<file path="src/rtl/mem_arbiter.sv">
// Two-requester memory port arbiter: LSU has priority, an IFU starvation guard caps LSU streaks,
// and one transaction is outstanding at a time with an optional per-transaction timeout.
module mem_arbiter #(
  parameter int MAX_LSU_STREAK = 4,
  parameter int TIMEOUT_CYCLES = 255
) (
  input  logic        clock,
  input  logic        reset,
  input  logic        ifu_reqValid,
  input  logic [31:0] ifu_addr,
  output logic        ifu_respValid,
  output logic [31:0] ifu_rdata,
  input  logic        lsu_reqValid,
  input  logic [31:0] lsu_addr,
  input  logic [1:0]  lsu_size,
  input  logic        lsu_wen,
  input  logic [31:0] lsu_wdata,
  input  logic [3:0]  lsu_wmask,
  output logic        lsu_respValid,
  output logic [31:0] lsu_rdata,
  output logic        mem_reqValid,
  output logic [31:0] mem_addr,
  output logic [1:0]  mem_size,
  output logic        mem_wen,
  output logic [31:0] mem_wdata,
  output logic [3:0]  mem_wmask,
  input  logic        mem_respValid,
  input  logic [31:0] mem_rdata,
  output logic        err
);

  localparam int SW = $clog2(MAX_LSU_STREAK + 2);
  localparam int TW = $clog2(TIMEOUT_CYCLES + 2);
  localparam logic [SW-1:0] STREAK_MAX   = SW'(MAX_LSU_STREAK);
  localparam logic [TW-1:0] TIMER_LAST   = TW'((TIMEOUT_CYCLES > 0) ? TIMEOUT_CYCLES - 1 : 0);
  localparam logic [31:0]   TIMEOUT_DATA = 32'hDEAD_BEEF;

  typedef enum logic [1:0] {IDLE, BUSY_IFU, BUSY_LSU} state_t;

  state_t        state, state_nxt;
  logic [SW-1:0] streak;
  logic [TW-1:0] timer;
  logic          grant_lsu, grant_ifu, timeout, done;

  function automatic logic [SW-1:0] streak_inc(input logic [SW-1:0] s);
    return (s >= STREAK_MAX) ? STREAK_MAX : s + 1'b1;
  endfunction

  // IFU overrides LSU priority only once the LSU has used up its streak while IFU waited
  assign grant_lsu = lsu_reqValid && !(ifu_reqValid && (streak == STREAK_MAX));
  assign grant_ifu = ifu_reqValid && !grant_lsu;
  assign timeout   = (TIMEOUT_CYCLES != 0) && (state != IDLE) && (timer == TIMER_LAST);
  assign done      = (state != IDLE) && (mem_respValid || timeout);

  always_ff @(posedge clock or posedge reset) begin
    if (reset) state <= IDLE;
    else       state <= state_nxt;
  end

  always_comb begin
    state_nxt = state;
    case (state)
      IDLE: begin
        if (grant_lsu)      state_nxt = BUSY_LSU;
        else if (grant_ifu) state_nxt = BUSY_IFU;
      end
      BUSY_IFU, BUSY_LSU: if (done) state_nxt = IDLE;
      default: state_nxt = IDLE;
    endcase
  end

  // Request fields are captured only at grant and held for the whole transaction
  always_ff @(posedge clock or posedge reset) begin
    if (reset) begin
      streak    <= '0;
      timer     <= '0;
      mem_addr  <= '0;
      mem_size  <= '0;
      mem_wen   <= 1'b0;
      mem_wdata <= '0;
      mem_wmask <= '0;
    end else if (state == IDLE) begin
      timer <= '0;
      if (grant_lsu) begin
        mem_addr  <= lsu_addr;
        mem_size  <= lsu_size;
        mem_wen   <= lsu_wen;
        mem_wdata <= lsu_wdata;
        mem_wmask <= lsu_wmask;
        streak    <= ifu_reqValid ? streak_inc(streak) : '0;
      end else if (grant_ifu) begin
        mem_addr  <= ifu_addr;
        mem_size  <= 2'd2;
        mem_wen   <= 1'b0;
        mem_wdata <= '0;
        mem_wmask <= '0;
        streak    <= '0;
      end
    end else begin
      timer <= timer + 1'b1;
    end
  end

  // A real response in the timeout cycle takes precedence over the forced error
  always_comb begin
    mem_reqValid  = (state != IDLE);
    ifu_respValid = (state == BUSY_IFU) && done;
    lsu_respValid = (state == BUSY_LSU) && done;
    err           = timeout && !mem_respValid;
    ifu_rdata     = '0;
    lsu_rdata     = '0;
    if (ifu_respValid) ifu_rdata = mem_respValid ? mem_rdata : TIMEOUT_DATA;
    if (lsu_respValid) lsu_rdata = mem_respValid ? mem_rdata : TIMEOUT_DATA;
  end

endmodule

</file>
<file path="config.mk">
export PLATFORM = sky130hd
export DESIGN_NAME = mem_arbiter
export DESIGN_NICKNAME = d
export VERILOG_FILES = /design/src/rtl/mem_arbiter.sv
export SDC_FILE = /design/constraint.sdc
export NUM_CORES = 1
export LEC_CHECK = 0
export CORE_MARGIN = 8
export CORE_UTILIZATION = 39
export CTS_CLUSTER_DIAMETER = 150
export DETAILED_ROUTE_END_ITERATION = 16
export PLACE_DENSITY = 0.86
export SLEW_MARGIN = 20
export SYNTH_ARGS = -nofsm -noshare
export SYNTH_HDL_FRONTEND = slang
export SYNTH_SLANG_ARGS = --single-unit
</file>
<file path="constraint.sdc">
create_clock -name clock -period 5 [get_ports clock]
set_input_delay 1 -clock clock [delete_from_list [all_inputs] [get_ports clock]]
set_output_delay 1 -clock clock [all_outputs]
set_load 0.05 [all_outputs]
</file>
==> flow_summary.json <==
{
  "status": "completed",
  "ir_worst_vdd_mv": 0.434,
  "synth_area_um2": 4280,
  "syn_to_final_growth_pct": 84.0,
  "syn-instance-count": 472,
  "final_util_pct": 73.0,
  "cts_num_sinks": 85,
  "clk_latency_ns": 0.34,
  "initialDrtViolationCount": 363,
  "rows": 38,
  "cellPowerDensity_nw_per_um2": 604,
  "die_h_um": 121,
  "grt_max_degree": 57,
  "final_cell_mix": "clkdlybuf4s50_1, nand2_1, dfrtp_1",
  "tns_ns": 0,
  "clockRootBuffer": "clkbuf_8",
  "place.gp.congestion": 0.814,
  "hp-class": "reg2reg",
  "grt_pass1_wl_um": 25500,
  "ys_types": 33,
  "path_clk_slew_ns": 0.09,
  "drive_gt1_share_pct": 12.8,
  "wl_per_cell_um": 19.1,
  "required_ns": 4.00,
  "nNetsFinal": 871,
  "mostFrequentLayoutCell": "clkdlybuf4s50_1",
  "end_kind": "primary output",
  "synth_fp_nets": 619,
  "cts_tree": "built",
  "pwr-share-clk_pct": 12.6,
  "numCtsBuffers": 9,
  "start_util_pct": 39.6,
  "core-area_um2": 10800,
  "postSynthAreaPerCell_um2": 9.07,
  "ys.warnings.count": 0,
  "period_minus_slack_ns": 4.18,
  "dr_total_vias": 4654,
  "rsz0062_at_grt": "no",
  "post-route-drc-count": 0,
  "fin_skew_ns": 0.0124,
  "worst_path_most_repeated_cell": "clkdlybuf4s50_1",
  "p_sw_mw": 2.39,
  "port_buffers": 278,
  "fillers": 768,
  "htreeDepth": 3,
  "fp.dieW_um": 121,
  "overflow": 0,
  "final_hold_viol_count": 0,
  "cp.arrival_ns": 3.18,
  "dp_hpwl_um": 12800,
  "combPwrFrac_pct": 62.4,
  "start_kind": "input port",
  "criticalPathCategory": "in2out",
  "cap_violations": 0,
  "wl_um": 16600,
  "post-route-period-util_pct": 83.6,
  "grt_pass1_vias": 4723,
  "stdcell_area_um2": 7870,
  "seqPwrFrac_pct": 25.0,
  "setup_viol": 0,
  "switching_share_pct": 50.2,
  "ioPinCount": 279,
  "max_freq_mhz": 239,
  "firstDrtPassIters": 4,
  "post_cts_buffers": 0,
  "hold_buffers": 0,
  "slowest_stage": "clkdlybuf4s50_1",
  "crit_fanout": 17,
  "die_area_um2": 14600,
  "cts_max_path_buffers": 2,
  "cts-resized-gates": 0,
  "slew_headroom_pct": 29.8,
  "antenna_found_initial": 0,
  "grt_usage_pct": 21.7,
  "synth_seq_area_share_pct": 49.7,
  "p_int_mw": 2.37,
  "diodes": 0,
  "via_per_inst": 5.36,
  "crit_path_max_incr_delay_ns": 0.85,
  "dpl_cell_area_um2": 7620,
  "p_leak_nw": 3.19,
  "drv_slew": 0,
  "crit_chain": "clkdlybuf4s50_1 > buf_4 > nand2_1 > nor2_1 > clkdlybuf4s50_1",
  "tightest_slew_ns": 1.05,
  "ys_seq_elements": 85,
  "drtAntennaViolNets": 0
}
## through the flow
step | instances | worst slack [ns] | total power [mW] | hold slack [ns]
3_5_place_dp | 853 | 0.876 | 4.18 | 0.487
5_1_grt | 869 | 0.729 | 4.98 | 0.525
4_1_cts | 869 | 0.872 | 4.79 | 0.506
6_report | 869 | 0.818 | 4.75 | 0.503
2_1_floorplan | 472 | 1.26 | 3.07 | 0.474
3_3_place_gp | 853 | 0.923 | 4.11 | 0.480
## final cells by class
class | instances | area, um2 | share of cell area (%)
Sequential cell | 85 | 2130 | 27.0
Clock inverter | 7 | 126 | 1.60
Tap cell | 140 | 175 | 2.22
Inverter | 10 | 38.8 | 0.493
Timing Repair Buffer | 289 | 3360 | 42.6
Multi-Input combinational cell | 329 | 1930 | 24.5
Clock buffer | 9 | 124 | 1.57
## critical path, delay by kind of cell
family / cells / cell delay, ns
buf+inv: 3 / 1.94
simple gates: 2 / 0.24
## power groups by stage
stage               logic (mW)  registers [mW]  clock network, mW
finish                    2.96            1.19              0.601
detailed placement        2.98            1.20                  0
floorplan                0.863            2.20                  0
CTS                       2.99            1.19              0.616
global placement          2.93            1.18                  0
global route              3.11            1.22              0.646
## metal layers
| layer | GRT usage (%) | wire (um) | share of wire, % | vias up |
|---|---|---|---|---|
| li1 | - | - | - | 2191 |
| met1 | 24.3 | 6160 | 37 | 2263 |
| met2 | 39.5 | 8960 | 54 | 184 |
| met3 | 6.11 | 1250 | 7.5 | 16 |
| met4 | 5.70 | 263 | 1.6 | 0 |
| met5 | 0 | 0 | 0 | - |
## registers in the layout (all words and copies together), names as in the netlist
signal and count:
timer 9, streak 3, state 2, mem_wmask 4, mem_size 2, mem_wen 1
mem_addr 32, mem_wdata 32
## kinds of logic after synthesis
kind of cell	synth area share [%]
adder cells (fa/ha/maj)	2.05
flip-flops	49.7
buffers and inverters	5.64
AND/OR/NAND/NOR	18.8
XOR/XNOR	0.614
AO/OA/AOI/OAI	23.2
## synthesized netlist by cell type, drive strengths merged
library cell / count / share of area, %
inv: 10 / 0.88
or3: 4 / 0.58
nand2: 104 / 9.1
o21ba: 3 / 0.70
xor2: 1 / 0.20
nand3: 5 / 0.58
o32a: 2 / 0.47
nor2: 23 / 2.0
dfrtp: 85 / 50
nand4: 34 / 5.0
clkbuf: 33 / 2.9
ha: 7 / 2.0
xnor2: 2 / 0.41
buf: 15 / 1.9
o2bb2ai: 1 / 0.20
o22ai: 1 / 0.15
nand2b: 2 / 0.29
o21ai: 6 / 0.70
nand4b: 1 / 0.20
o21a: 1 / 0.18
or4b: 1 / 0.23
and3: 1 / 0.15
nand3b: 2 / 0.35
o31ai: 1 / 0.18
a21oi: 55 / 7.2
nor4: 1 / 0.15
and2: 1 / 0.15
a22o: 38 / 7.8
o211ai: 32 / 5.6
## worst paths after layout
path | end | cells after the start | slack [ns] | start
setup / recovery | ifu_rdata[20] | 5 | 0.82 | mem_respValid
hold / removal | mem_addr[5] | 2 | 0.50 | mem_addr[5]
setup reg to reg | mem_addr[2] | 6 | 2.76 | state[0]
hold reg to reg | mem_addr[5] | 2 | 0.50 | mem_addr[5]
max in group asynchronous | streak[2] | 3 | 2.92 | reset
min in group asynchronous | mem_wdata[0] | 2 | 1.04 | reset
Note: power is estimated with default switching activity, not from simulation.
==> patch (same flow settings) <==
Encoding of `state_t`: now one-hot (3 bits for 3 states).
--- a/src/rtl/mem_arbiter.sv
+++ b/src/rtl/mem_arbiter.sv
@@ -37,3 +37,3 @@
 
-  typedef enum logic [1:0] {IDLE, BUSY_IFU, BUSY_LSU} state_t;
+  typedef enum logic [2:0] {IDLE = 3'b001, BUSY_IFU = 3'b010, BUSY_LSU = 3'b100} state_t;
 
Behaviour: same outputs for any inputs over 4 cycles, from zero or initial values and one cycle with reset high; so few cycles prove little.
==> patch against the unedited design <==
  * Synthesized area shrank 2.4%
  * Total power shrank 6.7%
  * Register-to-register slack worse by 0.15 ns
  * Sequential cell count grew 1
  * Setup slack better by 0.15 ns
  * First-iteration DRC count is 16% lower
  * Wire length increased by 1.3%
  * Count of clock-buffer cells in the layout up 4
  * Non-clock buffer count decreased by 4
  * Final area is 3.0% lower
  * Synthesized cell count is 18% lower
  * Largest power group unchanged
==> patch: results (changes against the unedited design) <==
- Reg-to-Reg End: streak[1]
- Slowest cell delay on critical path: 0.42 ns (-0.43 ns)
- Average routed wire per standard cell: 21.4 um (+12%)
- Number of global-route vias before repair: 4623 (-2.1%)
- Insertion delay of the later-clocked pin in the worst-skew pair: 0.36 ns (+0.02 ns)
- Fraction of synthesized cell area in xor and xnor cells: 0.00629 (+0.000151)
- Met1 Resource Use GR: 0.248 (+0.00549)
- Wire length on met1: 6420 um (+4.2%)
- Fraction of met2 tracks used by global routing: 0.401 (+0.00675)
- Amount of wire on met2 after detailed routing: 8670 um (-3.3%)
- Status: finished clean
- Mux share of post-synthesis cell area: 0.00270 (+0.00270)
- Layout net count: 791 (-9.2%)
- Top cells by count, synth: dfrtp_1 (85), a21oi_1 (56), a22o_1 (38)
- Main area contributors after synthesis: dfrtp_1 (51%), a22o_1 (8.0%), a221o_1 (7.7%)
- DPL Wire Length: 13000 um (+1.3%)
- Met3 routed WL: 1240 um (-0.24%)
- Share of the synthesized area in compound gates (AO/OA/AOI/OAI): 0.303 (+0.0710)
- Met3 usage: 0.0666 (+0.00553)
- Worst Hold End: timer[0]
- Final weighted congestion in routability-driven placement: 0.888 (+9.1%)
- Global-route wire length before repair: 25800 um (+1.0%)
- Largest fanout on the critical path: 29 (+12)
- Worst clock skew: 0.0111 ns (-0.00129 ns)
- WP data arrival: 3.03 ns (-0.15 ns)
- Overall via count from detail_route: 4275 (-8.1%)
- Part of the Yosys area used for sequential elements: 0.516 (+0.0185)
[patch: cell type report]
class	count	area, um2	share of cell area
clock buffer	13	149	0.0195
clock inverter	3	43.8	0.00574
inverter	7	28.8	0.00377
multi-input combinational	258	1770	0.232
sequential	86	2150	0.282
tap	136	170	0.0223
timing repair buffer	285	3320	0.434
[patch: kinds of logic after synthesis]
logic type,after synthesis
buffers and inverters,45
DFF,86
xor gates and xnor gates,3
and+or+nand+nor,80
AOI/OAI and AO/OA,170
adders and majority gates,4
muxes,1
[patch: worst max-delay path: cells and delay by family]
family | cells | cell delay, ns
and+or+nand+nor | 1 | 0.40
AOI/OAI and AO/OA | 1 | 0.27
buffers and inverters | 5 | 1.34
[patch: power by group]
| group | switching (W) | internal (W) |
|---|---|---|
| Sequential | 0.000186 | 0.000993 |
| Clock | 0.000238 | 0.000246 |
| Combinational | 0.00175 | 0.00102 |
| Total | 0.00217 | 0.00226 |
[patch: worst max path at each step]
stage	startpoint	end	slack, ns	cells after the start
2_1_floorplan	mem_respValid	err	1.50	3
3_3_place_gp	mem_respValid	ifu_rdata[10]	1.10	7
3_5_place_dp	mem_respValid	ifu_rdata[18]	1.0	7
4_1_cts	mem_respValid	ifu_rdata[18]	0.99	7
5_1_grt	mem_respValid	ifu_rdata[1]	0.82	7
6_report	mem_respValid	lsu_rdata[9]	0.97	7
[patch: through the flow]
stage / worst slack [ns] / cells / area, um2 / util
5_1_grt: 0.819 / 788 / 7630 / 0.736
6_report: 0.973 / 788 / 7630 / 0.736
4_1_cts: 0.990 / 788 / 7630 / 0.736
3_3_place_gp: 1.10 / 772 / 7440 / 0.717
3_5_place_dp: 0.995 / 772 / 7440 / 0.718
2_1_floorplan: 1.50 / 389 / 4180 / -
